--- config.mk ---
export PLATFORM = sky130hd
export DESIGN_NAME = territory_scanner
export DESIGN_NICKNAME = d
export VERILOG_FILES = /design/src/rtl/territory_scanner.sv
export SDC_FILE = /design/constraint.sdc
export NUM_CORES = 1
export LEC_CHECK = 0
export ABC_AREA = 1
export CORE_ASPECT_RATIO = 0.9
export CORE_UTILIZATION = 49
export CTS_CLUSTER_SIZE = 10
export DETAILED_ROUTE_END_ITERATION = 10
export PLACE_DENSITY = 0.71
export SKIP_LAST_GASP = 1
export SYNTH_ARGS = -nofsm -noshare
export SYNTH_HDL_FRONTEND = slang
export SYNTH_SLANG_ARGS = --single-unit
--- constraint.sdc ---
create_clock -name CLOCK_50 -period 9.5 [get_ports CLOCK_50]
set_clock_uncertainty 0.05 [all_clocks]
set_input_delay 0.95 -clock CLOCK_50 [delete_from_list [all_inputs] [get_ports CLOCK_50]]
set_output_delay 0.95 -clock CLOCK_50 [all_outputs]
set_load 0.02 [all_outputs]
--- src/rtl/territory_scanner.sv ---
// Full-framebuffer ownership scan: counts the pixels held by each of four players.
// Define TERRITORY_SCAN_SKIP_TIMER_ROW_EN to leave row 119 (the timer bar) out of the scan.
module territory_scanner (
    input  logic        CLOCK_50,
    input  logic        resetn,
    input  logic        start,
    output logic [14:0] rd_address,
    input  logic [2:0]  rd_data,
    output logic        busy,
    output logic        done,
    output logic [14:0] p1_count,
    output logic [14:0] p2_count,
    output logic [14:0] p3_count,
    output logic [14:0] p4_count,
    output logic [1:0]  winner,
    output logic        tie
);

    localparam logic [7:0] XMAX = 8'd159;
`ifdef TERRITORY_SCAN_SKIP_TIMER_ROW_EN
    localparam logic [6:0] YMAX = 7'd118;
`else
    localparam logic [6:0] YMAX = 7'd119;
`endif

    typedef enum logic [1:0] {
        IDLE,
        SCAN,
        FLUSH,
        DONE
    } state_t;

    state_t            state;
    logic              rd_pending;
    logic [3:0][14:0]  cnt_q;
    logic [3:0][14:0]  cnt_d;
    logic [14:0]       best;
    logic [1:0]        win_d;
    logic [2:0]        n_max;
    logic              tie_d;
    logic [7:0]        x;
    logic [6:0]        y;

    assign x        = rd_address[14:7];
    assign y        = rd_address[6:0];
    assign p1_count = cnt_q[0];
    assign p2_count = cnt_q[1];
    assign p3_count = cnt_q[2];
    assign p4_count = cnt_q[3];

    // rd_pending marks the cycle in which rd_data belongs to the previous address
    always_comb begin
        cnt_d = cnt_q;
        if (rd_pending) begin
            unique case (rd_data)
                3'b001:  cnt_d[0] = cnt_q[0] + 15'd1;
                3'b010:  cnt_d[1] = cnt_q[1] + 15'd1;
                3'b100:  cnt_d[2] = cnt_q[2] + 15'd1;
                3'b110:  cnt_d[3] = cnt_q[3] + 15'd1;
                default: cnt_d = cnt_q;
            endcase
        end
    end

    // Judged on the post-flush counts so DONE sees the final read
    always_comb begin
        best  = cnt_d[0];
        win_d = 2'd0;
        for (int i = 1; i < 4; i++) begin
            if (cnt_d[i] > best) begin
                best  = cnt_d[i];
                win_d = 2'(i);
            end
        end
        n_max = 3'd0;
        for (int i = 0; i < 4; i++) begin
            if (cnt_d[i] == best) n_max = n_max + 3'd1;
        end
        tie_d = (n_max > 3'd1);
    end

    always_ff @(posedge CLOCK_50 or negedge resetn) begin
        if (!resetn) begin
            state      <= IDLE;
            rd_address <= 15'd0;
            rd_pending <= 1'b0;
            busy       <= 1'b0;
            done       <= 1'b0;
            cnt_q      <= '0;
            winner     <= 2'd0;
            tie        <= 1'b0;
        end else begin
            done       <= 1'b0;
            cnt_q      <= cnt_d;
            rd_pending <= (state == SCAN);
            unique case (state)
                IDLE: begin
                    if (start) begin
                        state      <= SCAN;
                        rd_address <= 15'd0;
                        cnt_q      <= '0;
                        busy       <= 1'b1;
                    end
                end
                SCAN: begin
                    if (y == YMAX) begin
                        if (x == XMAX) begin
                            state <= FLUSH;
                        end else begin
                            rd_address <= {x + 8'd1, 7'd0};
                        end
                    end else begin
                        rd_address <= {x, y + 7'd1};
                    end
                end
                FLUSH: begin
                    state  <= DONE;
                    busy   <= 1'b0;
                    done   <= 1'b1;
                    winner <= win_d;
                    tie    <= tie_d;
                end
                DONE: begin
                    state <= IDLE;
                end
            endcase
        end
    end

endmodule

==> impl_metrics.json <==
{
  "vias": 7824,
  "crit_path_start": "rd_data[1]",
  "place_hpwl_mm": 17.3,
  "first_pass_iters": 7,
  "hold_viol": 0,
  "crit_top_cell": "nand2_1",
  "tightest_slew_ns": 1.15,
  "synthCells": 1131,
  "post-place-ws_ns": -0.165,
  "grt_overflow": 0,
  "finalCritPeriodShare": 0.937,
  "clock_path_buffers": 2,
  "worst_path_largest_cell_delay_ns": 0.44,
  "die_area_mm2": 0.0160,
  "grt_usage": 0.287,
  "worst_r2r_path_depth": 61,
  "crit_path_top_delay_cell": "clkdlybuf4s50_1",
  "yosys_warnings": 0,
  "hold_buffers": 0,
  "worstSetupStartpointType": "primary input",
  "dr.first_iter.drc_count": 674,
  "max-slew-margin-rel": 0.231,
  "grt_pass1_wl_mm": 35.8,
  "synth_nets": 1193,
  "synth_ff_type": "dfrtp_1",
  "arrival_ns": 9.11,
  "r2r_slack_ns": 0.93,
  "max_cap_violations": 0,
  "critical_path_class": "primary input to flip-flop",
  "die_y_um": 120,
  "fill_cells": 1426,
  "fp-row-count": 42,
  "multi_input_area_mm2": 0.00488,
  "gp_congestion": 0.978,
  "drive_gt1_frac": 0.114,
  "rr_startpoint": "p1_count[2]$_DFF_PN0_",
  "dpl_cell_area_mm2": 0.00882,
  "ys_ff_latch": 83,
  "async_flop_share": 1.00,
  "grt_pass1_vias": 7021,
  "fin_nets": 1310,
  "io_pins": 86,
  "viasPerCell": 5.39,
  "path_clk_slew_ns": 0.07,
  "cts_tree": "done",
  "final_cell_mix": "nand2_1 (232), inv_1 (166), nand3_1 (144)",
  "seq_area_mm2": 0.00208,
  "core-area_mm2": 0.0149,
  "numPortBuffers": 85,
  "layout_commonest_cell": "nand2_1",
  "final_area_mm2": 0.00943,
  "layout_setup_ws_ns": 0.601,
  "end_kind": "flip-flop",
  "critical_path_required_ns": 9.71,
  "cts_made_buffers": 9,
  "worstPathMaxFanout": 21,
  "drtAntennaViolNets": 0,
  "synth.lib_cells_used.distinct": 45,
  "ys_seq_area_frac": 0.274,
  "status": "finished clean",
  "numClockSinks": 83,
  "syn_to_final_growth_pct": 24.4,
  "num_antenna_cells": 0,
  "clk_latency_ns": 0.36,
  "antenna_found_initial": 0,
  "critPathCapture": "tie$_DFFE_PN0P_",
  "start_util": 0.508,
  "min_period_ns": 8.90,
  "route.detailed.drc": 0,
  "grt_start_max_net_pins": 63,
  "syn_area_mm2": 0.00758,
  "r2r-end": "tie$_DFFE_PN0P_",
  "h-tree-depth": 3,
  "routed_wl_mm": 22.7,
  "synth_edf_count": 0,
  "wl_per_cell_um": 15.6,
  "die_width_um": 133,
  "hold_path_class": "flip-flop to flip-flop",
  "max_freq_ghz": 0.112,
  "avgSynthCellArea_um2": 6.70,
  "slew_violations": 0,
  "setup_viol": 0,
  "root_buffer": "clkbuf_16"
}
## through the flow
step / util / setup TNS [ns] / hold WS (ns) / cells
3_5_place_dp: 0.591 / -0.165 / 0.467 / 1422
2_1_floorplan: - / 0 / 0.478 / 1131
6_report: 0.632 / 0 / 0.485 / 1451
4_1_cts: 0.613 / 0 / 0.489 / 1438
5_1_grt: 0.632 / -0.0645 / 0.514 / 1451
3_3_place_gp: 0.591 / -0.0117 / 0.457 / 1422
## what timing repair did
| action | in CTS | in global routing |
|---|---|---|
| setup endpoints to repair | 0 | 1 |
| gates resized for setup | 0 | 44 |
| setup buffers | 0 | 11 |
## worst max-delay path, delay by kind of cell
| kind | cells | cell delay, ns |
|---|---|---|
| XOR/XNOR | 2 | 0.37 |
| AND/OR/NAND/NOR | 38 | 4.11 |
| buffers and inverters | 15 | 1.87 |
| AO/OA/AOI/OAI | 4 | 0.48 |
| adder cells (fa/ha/maj) | 5 | 1.30 |
## routing by layer
metal	GRT usage	up-vias	wire, µm
li1	-	3873	-
met1	0.401	3614	10200
met2	0.440	296	10000
met3	0.0638	41	1790
met4	0.0895	0	579
met5	0	-	0
## worst min-delay path by stage
stage	slack, ns	start	to	depth (start not counted)
2_1_floorplan	0.48	state[1]$_DFFE_PN0P_	state[1]$_DFFE_PN0P_	2
3_3_place_gp	0.46	busy$_DFFE_PN0P_	busy$_DFFE_PN0P_	2
3_5_place_dp	0.47	winner[0]$_DFFE_PN0P_	winner[0]$_DFFE_PN0P_	2
4_1_cts	0.49	tie$_DFFE_PN0P_	tie$_DFFE_PN0P_	2
5_1_grt	0.51	tie$_DFFE_PN0P_	tie$_DFFE_PN0P_	2
6_report	0.49	busy$_DFFE_PN0P_	busy$_DFFE_PN0P_	2
## flip-flops by register name, indices dropped and copies added (netlist names), named ones only
register    cells
rd_address     15
state           2
busy            1
p2_count       15
rd_pending      1
tie             1
p3_count       15
winner          2
done            1
p4_count       15
p1_count       14
## synth_stat cells (18+ instances only)
cell / number / share of area
a21oi_1: 38 / 0.025
dfrtp_1: 83 / 0.27
ha_1: 56 / 0.092
inv_1: 169 / 0.084
nand2_1: 239 / 0.12
nand2_2: 18 / 0.015
nand3_1: 145 / 0.096
nand4_1: 20 / 0.017
nor2_1: 129 / 0.064
nor3_1: 23 / 0.015
o21ai_0: 36 / 0.024
xor2_1: 71 / 0.082
## cell families (layout without fill, tap and decap cells)
kind of cell | after synthesis | after routing | share of synthesized area
DFF | 83 | 83 | 0.274
adders and majority gates | 56 | 56 | 0.0924
and+or+nand+nor | 628 | 629 | 0.381
AOI/OAI and AO/OA | 89 | 89 | 0.0620
buffers and inverters | 198 | 319 | 0.102
xor gates and xnor gates | 77 | 77 | 0.0889
## cell type report
| type | count | share of cell area |
|---|---|---|
| clock buffers | 9 | 0.0239 |
| clock inverters | 7 | 0.00995 |
| inverters | 175 | 0.0703 |
| multi-input cells | 851 | 0.518 |
| flip-flops and latches | 83 | 0.220 |
| well taps | 198 | 0.0263 |
| repair buffers | 128 | 0.132 |
Power is not shown: default switching activity piles up to over one toggle a cycle in this logic, so the estimate is an artifact.
